`config.mk`:
```
export PLATFORM = sky130hd
export DESIGN_NAME = flag_unit
export DESIGN_NICKNAME = d
export VERILOG_FILES = /design/src/rtl/flag_unit.sv
export SDC_FILE = /design/constraint.sdc
export NUM_CORES = 1
export LEC_CHECK = 0
export CAP_MARGIN = 5
export CORE_ASPECT_RATIO = 1.25
export CORE_MARGIN = 2
export CORE_UTILIZATION = 35
export CTS_BUF_LIST = sky130_fd_sc_hd__clkbuf_8
export CTS_CLUSTER_SIZE = 10
export DETAILED_ROUTE_END_ITERATION = 10
export DONT_BUFFER_PORTS = 1
export GPL_ROUTABILITY_DRIVEN = 1
export GPL_TIMING_DRIVEN = 0
export PLACE_DENSITY_LB_ADDON = 0.08
export SLEW_MARGIN = 15
export SYNTH_ARGS = -nofsm -noshare
export SYNTH_HDL_FRONTEND = slang
export SYNTH_SLANG_ARGS = --single-unit
```
`constraint.sdc`:
```
create_clock -name i_clk -period 2.7 [get_ports i_clk]
set_input_delay 0.54 -clock i_clk [delete_from_list [all_inputs] [get_ports i_clk]]
set_output_delay 0.54 -clock i_clk [all_outputs]
set_load 0.1 [all_outputs]
```
`src/rtl/flag_unit.sv`:
```
// flag_unit: execute-stage condition-code register, branch resolver and
// 2-deep shadow flag stack for interrupt entry / RTI.
//
// Ports:
//   i_clk, i_reset_n            clock, async active-low reset
//   i_stall                     freeze all state, suppress branch resolution
//   i_alu_zero/negative/carry   ALU flags for the instruction in execute
//   i_flag_update               load ALU Z/N
//   i_carry_update              load ALU C
//   i_setc, i_clrc              force carry to 1 / 0 (clear wins)
//   i_branch_en, i_branch_cond  jump in execute; 00 JZ, 01 JN, 10 JC, 11 JMP
//   i_int_save, i_rti_restore   push / pop the flag stack
//   o_zero/negative/carry_flag  registered flags
//   o_branch_taken              combinational jump redirect
//   o_stack_depth               shadow entries in use
//   o_stack_error               one-cycle pulse on overflow/underflow/conflict
module flag_unit #(
    parameter int STACK_DEPTH = 2
) (
    input  logic       i_clk,
    input  logic       i_reset_n,
    input  logic       i_stall,
    input  logic       i_alu_zero,
    input  logic       i_alu_negative,
    input  logic       i_alu_carry,
    input  logic       i_flag_update,
    input  logic       i_carry_update,
    input  logic       i_setc,
    input  logic       i_clrc,
    input  logic       i_branch_en,
    input  logic [1:0] i_branch_cond,
    input  logic       i_int_save,
    input  logic       i_rti_restore,
    output logic       o_zero_flag,
    output logic       o_negative_flag,
    output logic       o_carry_flag,
    output logic       o_branch_taken,
    output logic [1:0] o_stack_depth,
    output logic       o_stack_error
);

    localparam int AW = (STACK_DEPTH > 1) ? $clog2(STACK_DEPTH) : 1;
    localparam logic [1:0] FULL = 2'(STACK_DEPTH);

    logic          z_q, n_q, c_q;
    logic          z_d, n_d, c_d;
    logic [1:0]    depth_q, depth_d;
    logic          err_q, err_d;
    logic [2:0]    stack_q [STACK_DEPTH];

    logic          cond;
    logic          taken;
    logic          can_pop, can_push;
    logic          restore, pop, push;
    logic [AW-1:0] top_idx, push_idx;
    logic [2:0]    top_val;

    // Branch condition from registered flags only; no same-cycle forwarding.
    always_comb begin
        cond = 1'b0;
        case (i_branch_cond)
            2'b00:   cond = z_q;
            2'b01:   cond = n_q;
            2'b10:   cond = c_q;
            default: cond = 1'b1;
        endcase
    end

    assign taken = i_reset_n & i_branch_en & ~i_stall & cond;

    assign can_pop  = (depth_q != 2'd0);
    assign can_push = (depth_q != FULL);
    assign restore  = i_rti_restore & ~i_stall;
    assign pop      = restore & can_pop;
    // Restore wins a save/restore conflict, so save is dropped then.
    assign push     = i_int_save & ~i_rti_restore & ~i_stall & can_push;

    assign top_idx  = AW'(depth_q - 2'd1);
    assign push_idx = AW'(depth_q);
    assign top_val  = stack_q[top_idx];

    always_comb begin
        z_d     = z_q;
        n_d     = n_q;
        c_d     = c_q;
        depth_d = depth_q;
        err_d   = 1'b0;
        if (!i_stall) begin
            if (restore) begin
                // Underflow leaves flags untouched; every other source is
                // ignored while a restore is requested.
                if (can_pop) begin
                    {z_d, n_d, c_d} = top_val;
                end
            end else begin
                if (taken && i_branch_cond == 2'b00) begin
                    z_d = 1'b0;
                end else if (i_flag_update) begin
                    z_d = i_alu_zero;
                end

                if (taken && i_branch_cond == 2'b01) begin
                    n_d = 1'b0;
                end else if (i_flag_update) begin
                    n_d = i_alu_negative;
                end

                if (taken && i_branch_cond == 2'b10) begin
                    c_d = 1'b0;
                end else if (i_clrc) begin
                    c_d = 1'b0;
                end else if (i_setc) begin
                    c_d = 1'b1;
                end else if (i_carry_update) begin
                    c_d = i_alu_carry;
                end
            end

            if (pop) begin
                depth_d = depth_q - 2'd1;
            end else if (push) begin
                depth_d = depth_q + 2'd1;
            end

            err_d = (i_int_save & i_rti_restore)
                  | (i_rti_restore & ~can_pop)
                  | (i_int_save & ~i_rti_restore & ~can_push);
        end
    end

    always_ff @(posedge i_clk or negedge i_reset_n) begin
        if (!i_reset_n) begin
            z_q     <= 1'b0;
            n_q     <= 1'b0;
            c_q     <= 1'b0;
            depth_q <= 2'd0;
            err_q   <= 1'b0;
            for (int i = 0; i < STACK_DEPTH; i++) begin
                stack_q[i] <= 3'b000;
            end
        end else begin
            z_q     <= z_d;
            n_q     <= n_d;
            c_q     <= c_d;
            depth_q <= depth_d;
            err_q   <= err_d;
            // Push captures the flags as they were before this edge.
            if (push) begin
                stack_q[push_idx] <= {z_q, n_q, c_q};
            end
        end
    end

    assign o_zero_flag     = z_q;
    assign o_negative_flag = n_q;
    assign o_carry_flag    = c_q;
    assign o_branch_taken  = taken;
    assign o_stack_depth   = depth_q;
    // A stalled cycle never reports an error.
    assign o_stack_error   = err_q & ~i_stall;

endmodule

```
==> results_tabular.tex <==
\begin{tabular}{lr}
\hline
Metric & Value \\
\hline
\multicolumn{2}{l}{\textbf{Global routing}} \\
\quad Pin count of the biggest net entering global routing & 13 \\
\quad Global-route wire length before repair & 2770 µm \\
\quad Overall Global Routing Usage & 15.3\% \\
\quad Remaining global-route overflow & 0 \\
\quad Via count of the first global-routing pass & 582 \\
\quad Antenna violations before repair & 0 \\
\multicolumn{2}{l}{\textbf{Final layout}} \\
\quad Share of post-route cells with drive strength above 1 & 30.4\% \\
\quad Summed area of non-filler cells in the final layout & 867 µm² \\
\quad Area growth from synthesis to layout & 16.3\% \\
\quad Final net count & 97 \\
\quad Count of antenna diodes in the layout & 0 \\
\quad FILL cells & 194 \\
\multicolumn{2}{l}{\textbf{Yosys}} \\
\quad Count of state elements after synthesis & 12 \\
\quad Area leader, netlist & dfrtp\_1 \\
\quad YS warnings & 0 \\
\quad Nets in the synthesized netlist & 90 \\
\quad Gate count after technology mapping & 73 \\
\quad Sequential element share of the synthesized area & 40.3\% \\
\quad Post-synth top flop & dfrtp\_1 \\
\quad Post-Synthesis Cell Area & 746 µm² \\
\quad Synthesized area per cell & 10.2 µm² \\
\quad Top cells by area in the synthesized netlist & dfrtp\_1 40\%, mux2\_2 11\%, ha\_1 3.4\%, nor2b\_1 3.4\%, a21oi\_1 2.7\% \\
\quad Number of library cell types mapped by synthesis & 37 \\
\quad FFs w/ async S/R, synth & 100\% \\
\quad Number of synthesized flops with an enable pin & 0 \\
\quad Top-area cell type share of the netlist area & 40.3\% \\
\multicolumn{2}{l}{\textbf{Critical path}} \\
\quad Data required time of the worst path & 2160 ps \\
\quad Category of the critical setup timing path & register to primary output \\
\quad Type of element launching the critical path & register \\
\quad CP Data Arrival Time & 1770 ps \\
\quad Largest fanout on the critical path & 6 \\
\quad Number of cell instances on the worst register-to-register path & 5 \\
\quad Series of cell instances along the critical path & nor2\_1 > a2111oi\_4 > buf\_8 \\
\quad Longest individual stage delay on the worst path & 720 ps \\
\quad Slowest cell on the critical path & dfrtp\_2 \\
\quad Critical path capture point type & primary output \\
\multicolumn{2}{l}{\textbf{Timing}} \\
\quad Final Max Tran Viols & 0 \\
\quad Minimum period implied by the final worst setup slack & 2310 ps \\
\quad Max Fclk & 0.432 GHz \\
\quad Slew headroom & 29.2\% \\
\quad Number of setup violations in the final report & 0 \\
\quad Final count of hold timing violations & 0 \\
\quad TNS Setup & 0 ps \\
\quad Fraction of the cycle the final worst path needs & 85.7\% \\
\quad Unrepaired setup endpoints after global routing & false \\
\quad Setup clock skew after layout & 4.86 ps \\
\quad Pin slew with the least headroom to its limit & 1060 ps \\
\multicolumn{2}{l}{\textbf{Power and ir drop}} \\
\quad Standby leakage power & 0.347 nW \\
\quad Power per cell area & 1290 nW/µm² \\
\quad Worst VDD drop & 0.578 mV \\
\multicolumn{2}{l}{\textbf{Floorplan}} \\
\quad Die width & 45.3 µm \\
\quad Die Y & 55.6 µm \\
\quad Core region area & 2000 µm² \\
\quad Initial standard-cell utilization of the core & 37.2\% \\
\quad Top-Level Pins & 22 \\
\quad Area enclosed by the die boundary & 2520 µm² \\
\quad \# rows & 18 \\
\multicolumn{2}{l}{\textbf{Routing}} \\
\quad Vias & 586 \\
\quad DR WL/cell & 17.7 µm \\
\quad First-pass detailed-route iteration total & 3 \\
\quad Drt via density & 5.92 \\
\quad Top Layer Used & met4 \\
\quad DRT Wirelength & 1750 µm \\
\quad WL met2 & 841 µm \\
\quad Detail Route met3 WL & 159 µm \\
\quad Remaining antenna violation count & 0 \\
\quad Met1 layer wirelength in the final routing & 736 µm \\
\quad DRC errors left & 0 \\
\quad First-iteration detailed-routing DRC count & 9 \\
\multicolumn{2}{l}{\textbf{Placed design}} \\
\quad Port bufs & 0 \\
\quad Half-perimeter wire length of the detailed placement result & 1360 µm \\
\quad Post-placement cell area & 811 µm² \\
\quad GPL Wtd Cong & 0.817 \\
\multicolumn{2}{l}{\textbf{Run status}} \\
\quad Status & finished clean \\
\multicolumn{2}{l}{\textbf{CTS}} \\
\quad TritonCTS clock tree & built \\
\quad Htree depth & 1 \\
\quad Clock latency at the later pin of the worst-skew pair & 240 ps \\
\quad Clock root cell & clkbuf\_8 \\
\quad Number of clock buffers inserted by TritonCTS & 3 \\
\quad Clock transition at the register clock pins on the worst setup and hold paths after CTS & 50 ps \\
\quad Buffer levels on the longest clock path & 2 \\
\quad TritonCTS Sinks & 12 \\
\multicolumn{2}{l}{\textbf{Worst hold path}} \\
\quad Worst Hold Depth & 2 \\
\quad Worst min-delay path class & input pin to register \\
\multicolumn{2}{l}{\textbf{Run}} \\
\quad Count of maximum capacitance violations & 0 \\
\hline
\end{tabular}
[state kept, by name, summed over array words and instances (netlist names)]
register / flops
err_q: 1
o_carry_flag: 1
o_negative_flag: 1
o_stack_depth: 2
o_zero_flag: 1
stack_q: 6
[path summary, 6_finish.rpt]
path	startpoint	slack, ps	endpoint
worst max-delay path	o_negative_flag	390	o_branch_taken
min in group asynchronous	i_reset_n	730	err_q
worst min-delay path	i_int_save	460	err_q
worst min register to register	stack_q[0]	490	stack_q[0]
max in group asynchronous	i_reset_n	1570	o_negative_flag
worst max register to register	o_stack_depth[0]	430	stack_q[5]
[worst max-delay path: cells and delay by family (launching register included)]
family,cells,cell delay [ps]
buf+inv,1,240
flops,1,720
compound gates,1,420
simple gates,1,150
[per-stage QoR]
stage	util [%]	worst slack (ps)	power, mW	std cells	hold WS (ps)
3_5_place_dp	40.4	12.0	0.956	94	245
5_1_grt	43.3	263	1.19	99	480
4_1_cts	43.2	18.5	1.13	99	457
2_1_floorplan	-	93.6	0.872	73	244
6_report	43.3	387	1.12	99	456
3_3_place_gp	39.6	45.3	0.941	93	245
[cell usage in the layout, fill, tap and decap left out, types with 2 or more instances in the layout]
cell type,n
a21oi_1,4
ha_1,2
inv_1,4
a31oi_1,2
o21ai_0,2
nor2_1,5
o211ai_1,2
mux2_2,7
mux2i_1,2
nand2_1,3
clkbuf_8,3
nor2b_1,3
dfrtp_2,4
dfrtp_1,8
[synth_stat cells (2+ instances only)]
cell      count
nor2b_1       4
a31oi_1       2
nand2_1       3
o211ai_1      2
o21ai_0       2
a21oi_1       4
inv_1         3
ha_1          2
nor2_1        5
dfrtp_1      12
mux2_2        7
mux2i_1       2
[kinds of logic after synthesis]
| group | synth area share (%) |
|---|---|
| fa+ha+maj | 3.36 |
| flops | 40.3 |
| mux | 13.3 |
| simple gates | 20.0 |
| buf+inv | 3.69 |
| compound gates | 18.3 |
| xor+xnor | 1.17 |
[area by class of cell]
cell class | count | area, µm² | share of cell area [%]
multi-input combinational | 56 | 439 | 50.6
tap | 20 | 25.0 | 2.89
sequential | 12 | 305 | 35.2
inverter | 3 | 11.3 | 1.30
timing repair buffer | 2 | 25.0 | 2.89
clock inverter | 1 | 3.75 | 0.433
clock buffer | 3 | 41.3 | 4.76
buffer | 2 | 16.3 | 1.88
[layer usage]
layer	up-vias	global-route usage, %
met1	278	18.3
li1	283	-
met4	0	6.30
met2	23	23.1
met3	2	7.14
met5	-	0
[timing repair]
action | in CTS | in global routing
setup endpoints to repair | 0 | 6
gates resized for setup | 0 | 1
endpoints found under the hold margin | 12 | 0
setup buffers | 0 | 0
hold buffers | 1 | 0
[where the power goes]
group | switching (mW) | internal, mW
sequential | 0.365 | 0.265
combinational | 0.157 | 0.169
clock | 0.0641 | 0.100
total | 0.586 | 0.534
(Power assumes the default switching activity.)
